### src/rtl/rps_panel_draw_scheduler_pkg.sv
// Shared types and constants for the rock/paper/scissors panel draw scheduler.
package rps_panel_draw_scheduler_pkg;

    localparam int LX_W   = 7;
    localparam int LY_W   = 7;
    localparam int ADDR_W = 15;
    localparam int X_W    = 8;

    localparam logic [1:0] ROCK    = 2'b00;
    localparam logic [1:0] SCISSOR = 2'b01;
    localparam logic [1:0] PAPER   = 2'b10;

    localparam logic [2:0] FIG_GREEN = 3'b010;
    localparam logic [2:0] BG_WHITE  = 3'b111;
    localparam logic [2:0] BG_BLACK  = 3'b000;

    typedef enum logic {PANEL_C = 1'b0, PANEL_U = 1'b1} panel_e;

    typedef enum logic [1:0] {IDLE = 2'b00, SCAN = 2'b01, FLUSH = 2'b10} state_e;

    typedef struct packed {
        logic              valid;
        logic              last;
        panel_e            panel;
        logic [LX_W-1:0]   lx;
        logic [LY_W-1:0]   ly;
    } pix_t;

    // ROM data 0 marks the figure; the background shade depends on the panel.
    function automatic logic [2:0] map_colour(input logic q, input panel_e panel);
        logic [2:0] c;
        if (!q) begin
            c = FIG_GREEN;
        end else if (panel == PANEL_C) begin
            c = BG_WHITE;
        end else begin
            c = BG_BLACK;
        end
        return c;
    endfunction

endpackage

### src/rtl/rps_panel_draw_scheduler_chk.sv
// Parameter legality checks for the draw scheduler: both panels must fit the 160-pixel screen.
module rps_panel_draw_scheduler_chk #(
    parameter int PANEL_W = 80,
    parameter int X_OFF_C = 0,
    parameter int X_OFF_U = 80
) (
    input logic CLOCK_50,
    input logic reset_n
);

    a_panels_fit_screen: assert property (@(posedge CLOCK_50) disable iff (!reset_n)
        ((X_OFF_C + PANEL_W) <= 160) && ((X_OFF_U + PANEL_W) <= 160));

endmodule

### src/rtl/rps_panel_scan_counter.sv
// Raster counter over one panel: lx/ly position, registered ROM address and last-pixel flag.
module rps_panel_scan_counter
    import rps_panel_draw_scheduler_pkg::*;
#(
    parameter int PANEL_W = 80,
    parameter int PANEL_H = 120
) (
    input  logic              CLOCK_50,
    input  logic              reset_n,
    input  logic              start,
    input  logic              adv,
    output logic [LX_W-1:0]   lx,
    output logic [LY_W-1:0]   ly,
    output logic [ADDR_W-1:0] addr,
    output logic              last
);

    logic [LX_W-1:0]   lx_q, lx_d;
    logic [LY_W-1:0]   ly_q, ly_d;
    logic [ADDR_W-1:0] addr_q, addr_d;

    // Next position; the address register always holds ly*PANEL_W + lx of the position registers.
    always_comb begin
        lx_d = lx_q;
        ly_d = ly_q;
        if (start) begin
            lx_d = {LX_W{1'b0}};
            ly_d = {LY_W{1'b0}};
        end else if (adv) begin
            if (lx_q == LX_W'(PANEL_W - 1)) begin
                lx_d = {LX_W{1'b0}};
                if (ly_q == LY_W'(PANEL_H - 1)) begin
                    ly_d = {LY_W{1'b0}};
                end else begin
                    ly_d = ly_q + LY_W'(1);
                end
            end else begin
                lx_d = lx_q + LX_W'(1);
                ly_d = ly_q;
            end
        end else begin
            lx_d = lx_q;
            ly_d = ly_q;
        end
        addr_d = ADDR_W'(ly_d) * ADDR_W'(PANEL_W) + ADDR_W'(lx_d);
    end

    // Position and address registers.
    always_ff @(posedge CLOCK_50 or negedge reset_n) begin
        if (!reset_n) begin
            lx_q   <= {LX_W{1'b0}};
            ly_q   <= {LY_W{1'b0}};
            addr_q <= {ADDR_W{1'b0}};
        end else begin
            lx_q   <= lx_d;
            ly_q   <= ly_d;
            addr_q <= addr_d;
        end
    end

    assign lx   = lx_q;
    assign ly   = ly_q;
    assign addr = addr_q;
    assign last = (lx_q == LX_W'(PANEL_W - 1)) && (ly_q == LY_W'(PANEL_H - 1));

endmodule

### src/rtl/rps_panel_draw_scheduler.sv
// Arbitrates the vga_adapter write port between the computer and user panels and
// streams each panel's ROM image, colour-mapped, as consecutive plot pulses.
module rps_panel_draw_scheduler
    import rps_panel_draw_scheduler_pkg::*;
#(
    parameter int PANEL_W = 80,
    parameter int PANEL_H = 120,
    parameter int X_OFF_C = 0,
    parameter int X_OFF_U = 80,
    parameter int ROM_LAT = 1
) (
    input  logic        CLOCK_50,
    input  logic        reset_n,
    input  logic        req_c,
    input  logic        req_u,
    input  logic [1:0]  choice_c,
    input  logic [1:0]  choice_u,
    output logic [14:0] rom_addr,
    input  logic        q_r,
    input  logic        q_s,
    input  logic        q_p,
    output logic [7:0]  x,
    output logic [6:0]  y,
    output logic        plot,
    output logic [2:0]  colour,
    output logic        busy,
    output logic        done_c,
    output logic        done_u
);

    state_e          state_q, state_d;
    panel_e          panel_q, panel_d, last_served_q, last_served_d;
    logic            pending_c_q, pending_c_d, pending_u_q, pending_u_d;
    logic [1:0]      choice_q, choice_d;
    logic [3:0]      flush_cnt_q, flush_cnt_d;
    logic            busy_q, busy_d;
    logic            grant_c_s, grant_u_s, start_s, adv_s, last_s;
    logic [LX_W-1:0] lx_s;
    logic [LY_W-1:0] ly_s;

    pix_t            head_s, tail_s;
    pix_t            pipe_q [ROM_LAT];
    pix_t            pipe_d [ROM_LAT];
    logic            q_sel_s;

    logic [7:0]      x_q, x_d;
    logic [6:0]      y_q, y_d;
    logic            plot_q, plot_d;
    logic [2:0]      colour_q, colour_d;
    logic            done_c_q, done_c_d, done_u_q, done_u_d;

    rps_panel_scan_counter #(
        .PANEL_W (PANEL_W),
        .PANEL_H (PANEL_H)
    ) u_scan (
        .CLOCK_50 (CLOCK_50),
        .reset_n  (reset_n),
        .start    (start_s),
        .adv      (adv_s),
        .lx       (lx_s),
        .ly       (ly_s),
        .addr     (rom_addr),
        .last     (last_s)
    );

    rps_panel_draw_scheduler_chk #(
        .PANEL_W (PANEL_W),
        .X_OFF_C (X_OFF_C),
        .X_OFF_U (X_OFF_U)
    ) u_chk (
        .CLOCK_50 (CLOCK_50),
        .reset_n  (reset_n)
    );

    // Arbitration and draw sequencing; a tie goes to the panel not served last.
    always_comb begin
        state_d       = state_q;
        panel_d       = panel_q;
        last_served_d = last_served_q;
        choice_d      = choice_q;
        flush_cnt_d   = flush_cnt_q;
        busy_d        = busy_q;
        grant_c_s     = 1'b0;
        grant_u_s     = 1'b0;
        start_s       = 1'b0;
        adv_s         = 1'b0;
        case (state_q)
            IDLE: begin
                if (pending_c_q && (!pending_u_q || (last_served_q == PANEL_U))) begin
                    grant_c_s = 1'b1;
                end else if (pending_u_q) begin
                    grant_u_s = 1'b1;
                end else begin
                    grant_c_s = 1'b0;
                end
                if (grant_c_s || grant_u_s) begin
                    start_s  = 1'b1;
                    panel_d  = grant_c_s ? PANEL_C : PANEL_U;
                    choice_d = grant_c_s ? choice_c : choice_u;
                    busy_d   = 1'b1;
                    state_d  = SCAN;
                end else begin
                    state_d  = IDLE;
                end
            end
            SCAN: begin
                adv_s = 1'b1;
                if (last_s) begin
                    flush_cnt_d = 4'd0;
                    state_d     = FLUSH;
                end else begin
                    state_d     = SCAN;
                end
            end
            FLUSH: begin
                if (flush_cnt_q == 4'(ROM_LAT)) begin
                    busy_d        = 1'b0;
                    last_served_d = panel_q;
                    state_d       = IDLE;
                end else begin
                    flush_cnt_d   = flush_cnt_q + 4'd1;
                end
            end
            default: begin
                state_d = IDLE;
            end
        endcase
        // A request arriving in its own grant cycle still earns one more draw.
        pending_c_d = (pending_c_q & ~grant_c_s) | req_c;
        pending_u_d = (pending_u_q & ~grant_u_s) | req_u;
    end

    // Control registers.
    always_ff @(posedge CLOCK_50 or negedge reset_n) begin
        if (!reset_n) begin
            state_q       <= IDLE;
            panel_q       <= PANEL_C;
            last_served_q <= PANEL_U;
            pending_c_q   <= 1'b0;
            pending_u_q   <= 1'b0;
            choice_q      <= 2'b00;
            flush_cnt_q   <= 4'd0;
            busy_q        <= 1'b0;
        end else begin
            state_q       <= state_d;
            panel_q       <= panel_d;
            last_served_q <= last_served_d;
            pending_c_q   <= pending_c_d;
            pending_u_q   <= pending_u_d;
            choice_q      <= choice_d;
            flush_cnt_q   <= flush_cnt_d;
            busy_q        <= busy_d;
        end
    end

    // Pixel tags travel ROM_LAT stages so they arrive together with the ROM data.
    always_comb begin
        head_s.valid = (state_q == SCAN);
        head_s.last  = (state_q == SCAN) && last_s;
        head_s.panel = panel_q;
        head_s.lx    = lx_s;
        head_s.ly    = ly_s;
        pipe_d[0]    = head_s;
        for (int i = 1; i < ROM_LAT; i++) begin
            pipe_d[i] = pipe_q[i-1];
        end
    end

    // Tag delay line.
    always_ff @(posedge CLOCK_50 or negedge reset_n) begin
        if (!reset_n) begin
            for (int i = 0; i < ROM_LAT; i++) begin
                pipe_q[i] <= '0;
            end
        end else begin
            for (int i = 0; i < ROM_LAT; i++) begin
                pipe_q[i] <= pipe_d[i];
            end
        end
    end

    assign tail_s = pipe_q[ROM_LAT-1];

    // Image select; choice_q is frozen until the pipeline has drained.
    always_comb begin
        case (choice_q)
            ROCK:    q_sel_s = q_r;
            SCISSOR: q_sel_s = q_s;
            default: q_sel_s = q_p;
        endcase
    end

    // Output stage toward vga_adapter.
    always_comb begin
        x_d      = x_q;
        y_d      = y_q;
        colour_d = colour_q;
        plot_d   = tail_s.valid;
        done_c_d = tail_s.valid && tail_s.last && (tail_s.panel == PANEL_C);
        done_u_d = tail_s.valid && tail_s.last && (tail_s.panel == PANEL_U);
        if (tail_s.valid) begin
            x_d      = ((tail_s.panel == PANEL_C) ? X_W'(X_OFF_C) : X_W'(X_OFF_U)) + X_W'(tail_s.lx);
            y_d      = tail_s.ly;
            colour_d = map_colour(q_sel_s, tail_s.panel);
        end else begin
            x_d      = x_q;
            y_d      = y_q;
            colour_d = colour_q;
        end
    end

    // Output registers.
    always_ff @(posedge CLOCK_50 or negedge reset_n) begin
        if (!reset_n) begin
            x_q      <= 8'd0;
            y_q      <= 7'd0;
            plot_q   <= 1'b0;
            colour_q <= 3'b000;
            done_c_q <= 1'b0;
            done_u_q <= 1'b0;
        end else begin
            x_q      <= x_d;
            y_q      <= y_d;
            plot_q   <= plot_d;
            colour_q <= colour_d;
            done_c_q <= done_c_d;
            done_u_q <= done_u_d;
        end
    end

    assign x      = x_q;
    assign y      = y_q;
    assign plot   = plot_q;
    assign colour = colour_q;
    assign busy   = busy_q;
    assign done_c = done_c_q;
    assign done_u = done_u_q;

endmodule

### config.mk
export PLATFORM = sky130hd
export DESIGN_NAME = rps_panel_draw_scheduler
export DESIGN_NICKNAME = d
export VERILOG_FILES = /design/src/rtl/rps_panel_draw_scheduler_pkg.sv /design/src/rtl/rps_panel_draw_scheduler_chk.sv /design/src/rtl/rps_panel_scan_counter.sv /design/src/rtl/rps_panel_draw_scheduler.sv
export SDC_FILE = /design/constraint.sdc
export NUM_CORES = 1
export LEC_CHECK = 0
export CORE_ASPECT_RATIO = 1.25
export CORE_MARGIN = 2
export CORE_UTILIZATION = 55
export CTS_CLUSTER_DIAMETER = 150
export CTS_CLUSTER_SIZE = 28
export DETAILED_ROUTE_END_ITERATION = 12
export PLACE_DENSITY = 0.89
export SLEW_MARGIN = 20
export SYNTH_ARGS = -nofsm -noshare
export SYNTH_HDL_FRONTEND = slang
export SYNTH_SLANG_ARGS = --single-unit
### constraint.sdc
create_clock -name CLOCK_50 -period 12.4 [get_ports CLOCK_50]
set_input_delay 1.86 -clock CLOCK_50 [delete_from_list [all_inputs] [get_ports CLOCK_50]]
set_output_delay 1.86 -clock CLOCK_50 [all_outputs]
set_load 0.005 [all_outputs]
==> impl_metrics.json <==
{
  "cts.path.max_buffers": 2,
  "finalSetupViolCount": 0,
  "drt_pre_antenna_iters": 4,
  "antenna_found_initial": 0,
  "cp.arrival_ps": 4760,
  "ys_ff_latch": 75,
  "netlist_area_sq_mm": 0.00342,
  "start_util_pct": 56.2,
  "ys_top_cells_by_count": "dfrtp_1, nand2_1, nor2_1",
  "rsz0062_at_grt": "false",
  "area_growth_pct": 22.8,
  "fmax_mhz": 222,
  "detailed_place_hpwl_um": 4480,
  "drv_cap": 0,
  "cp_max_fo": 5,
  "slew_headroom_pct": 40.2,
  "synth_edf_count": 0,
  "numCtsBuffers": 9,
  "yosys_warnings": 0,
  "ys_async_sr_fraction_pct": 100,
  "yosysTopAreaCell": "dfrtp_1",
  "coreArea_sq_mm": 0.00609,
  "diodes": 0,
  "viasPerCell": 5.44,
  "root_buffer": "clkbuf_8",
  "grt_first_pass_wirelength_um": 10800,
  "leakagePower_nw": 2.01,
  "rows": 32,
  "drt-initial-drc-count": 161,
  "drv_slew": 0,
  "powerDensity_mw_per_mm2": 156,
  "ant_nets": 0,
  "wl_met3_um": 238,
  "cts_tree": "built",
  "io_pins": 48,
  "yosys_most_used_dff": "dfrtp_1",
  "nets": 378,
  "worstMarginPinSlew_ps": 897,
  "grt_max_degree": 76,
  "htreeDepth": 3,
  "clock_sink_count": 75,
  "drc": 0,
  "wire_per_inst_um": 14.6,
  "hold_buffers": 0,
  "clk_pin_slew_worst_paths_ps": 80,
  "synth_nets": 327,
  "synth_cell_types": 46,
  "startpoint_type": "flop",
  "n_fill_cell": 433,
  "synthTopCellsByArea": "dfrtp_1, ha_1, mux2_2, nand2_1, xnor2_1",
  "fin_skew_ps": 7.34,
  "route.met2.wl_um": 3260,
  "status": "finished, final reports clean",
  "post-route-util_pct": 69.0,
  "gp_congestion": 0.880,
  "highest_layer": "met4",
  "post-cts-setup-buffers": 0,
  "clock_latency_ps": 340,
  "fin_setup_tns_ps": 0,
  "portBuffers": 47,
  "ir_drop_v": 0.0000873,
  "syn_avg_cell_area_sq_um": 11.5,
  "drive_above_1_share_pct": 12.2,
  "cts_resized": 0,
  "cp_data_required_time_ps": 12660,
  "synth_seq_area_share_pct": 54.9,
  "grt_pass1_vias": 2395,
  "hold_viol_final": 0,
  "fin_crit_sh_pct": 36.3,
  "finalCriticalPeriod_ps": 4500,
  "grt-ovfl-total": 0,
  "endpoint_kind": "flop",
  "synth.top_cell.area_share_pct": 54.2,
  "crit_type": "flop to flop",
  "die_h_um": 92.2,
  "wl_met1_um": 2640,
  "die_w_um": 74.5,
  "min_path_type": "flop to flop",
  "die_area_sq_mm": 0.00687,
  "synthCells": 297,
  "num_vias": 2383,
  "grt_usage_pct": 21.0,
  "finalWirelength_um": 6400,
  "yosysMostFrequentCell": "dfrtp_1"
}
where the power goes:
| group | internal, W | switching [W] | total, W |
|---|---|---|---|
| Combinational | 0.0000712 | 0.0000456 | 0.000117 |
| Clock | 0.000135 | 0.0000856 | 0.000221 |
| Sequential | 0.000283 | 0.0000325 | 0.000315 |
sequential cells by signal, summed over array words and instances, names as in the netlist, 2 cells and up:
register     flops
colour           2
y                7
choice_q         2
pipe_q          16
u_scan.lx        7
u_scan.addr     11
flush_cnt_q      4
u_scan.ly        7
state_q          2
x                8
per-stage QoR:
stage,power [W],area [sq um],cells,setup slack [ps],hold slack [ps]
after global placement,0.000431,3950,422,8190,407
after CTS,0.000660,4200,438,7930,429
after global routing,0.000687,4200,438,7590,442
after detailed placement,0.000436,3950,422,7980,412
final,0.000653,4200,438,7900,427
after floorplan,0.000376,3420,297,8380,371
layout make-up:
class	instances	area, sq um	share of cell area, %
clock buffer	13	179	4.26
inverter	10	37.5	0.894
timing repair buffer	48	475	11.3
sequential	75	1880	44.7
tap	85	106	2.53
clock inverter	3	67.6	1.61
multi-input combinational	204	1460	34.7
routing by layer:
layer  GRT usage (%)  vias up
li1                -     1123
met1            25.5     1152
met2            33.3       82
met3            3.52       26
met4            14.1        0
met5               0        -
placed cells by master, fill, tap and decap left out, types with 3 or more instances in the layout:
| cell type | instances |
|---|---|
| a21o_1 | 5 |
| a21oi_1 | 12 |
| clkbuf_8 | 13 |
| clkdlybuf4s50_1 | 46 |
| dfrtp_1 | 74 |
| ha_1 | 17 |
| inv_1 | 9 |
| mux2_2 | 16 |
| mux2i_1 | 4 |
| nand2_1 | 30 |
| nand2b_1 | 7 |
| nand3_1 | 9 |
| nor2_1 | 25 |
| nor2b_1 | 6 |
| nor3_1 | 5 |
| nor3b_1 | 3 |
| o21ai_0 | 14 |
| xnor2_1 | 12 |
| xor2_1 | 8 |
kinds of logic after synthesis:
kind of cell	synth area share [%]
compound gates	7.65
simple gates	16.0
xor+xnor	5.12
buf+inv	2.52
fa+ha+maj	7.39
flops	54.9
mux	6.44
path summary, 6_finish.rpt:
check / start / end / slack, ps / depth (start not counted)
setup reg to reg: u_scan.lx[1] / u_scan.addr[14] / 7900 / 16
min in group asynchronous: reset_n / busy / 1640 / 1
setup / recovery: u_scan.lx[1] / u_scan.addr[14] / 7900 / 16
hold reg to reg: panel_q / pipe_q[14] / 430 / 0
max in group asynchronous: reset_n / plot_d / 10180 / 1
hold / removal: panel_q / pipe_q[14] / 430 / 0
critical path: stages, from the launching register on:
cell and delay [ps]:
dfrtp_1 420, ha_1 280, nand4bb_1 190, or2_1 310, or3_1 390, inv_2 120
nor2_1 100, nand2_1 150, inv_1 80, ha_1 280, ha_1 230, fa_1 400
a21o_1 170, a21oi_1 230, xnor2_1 210, or4b_2 650, nor3_1 210
Power figures use the tool's default switching activity.
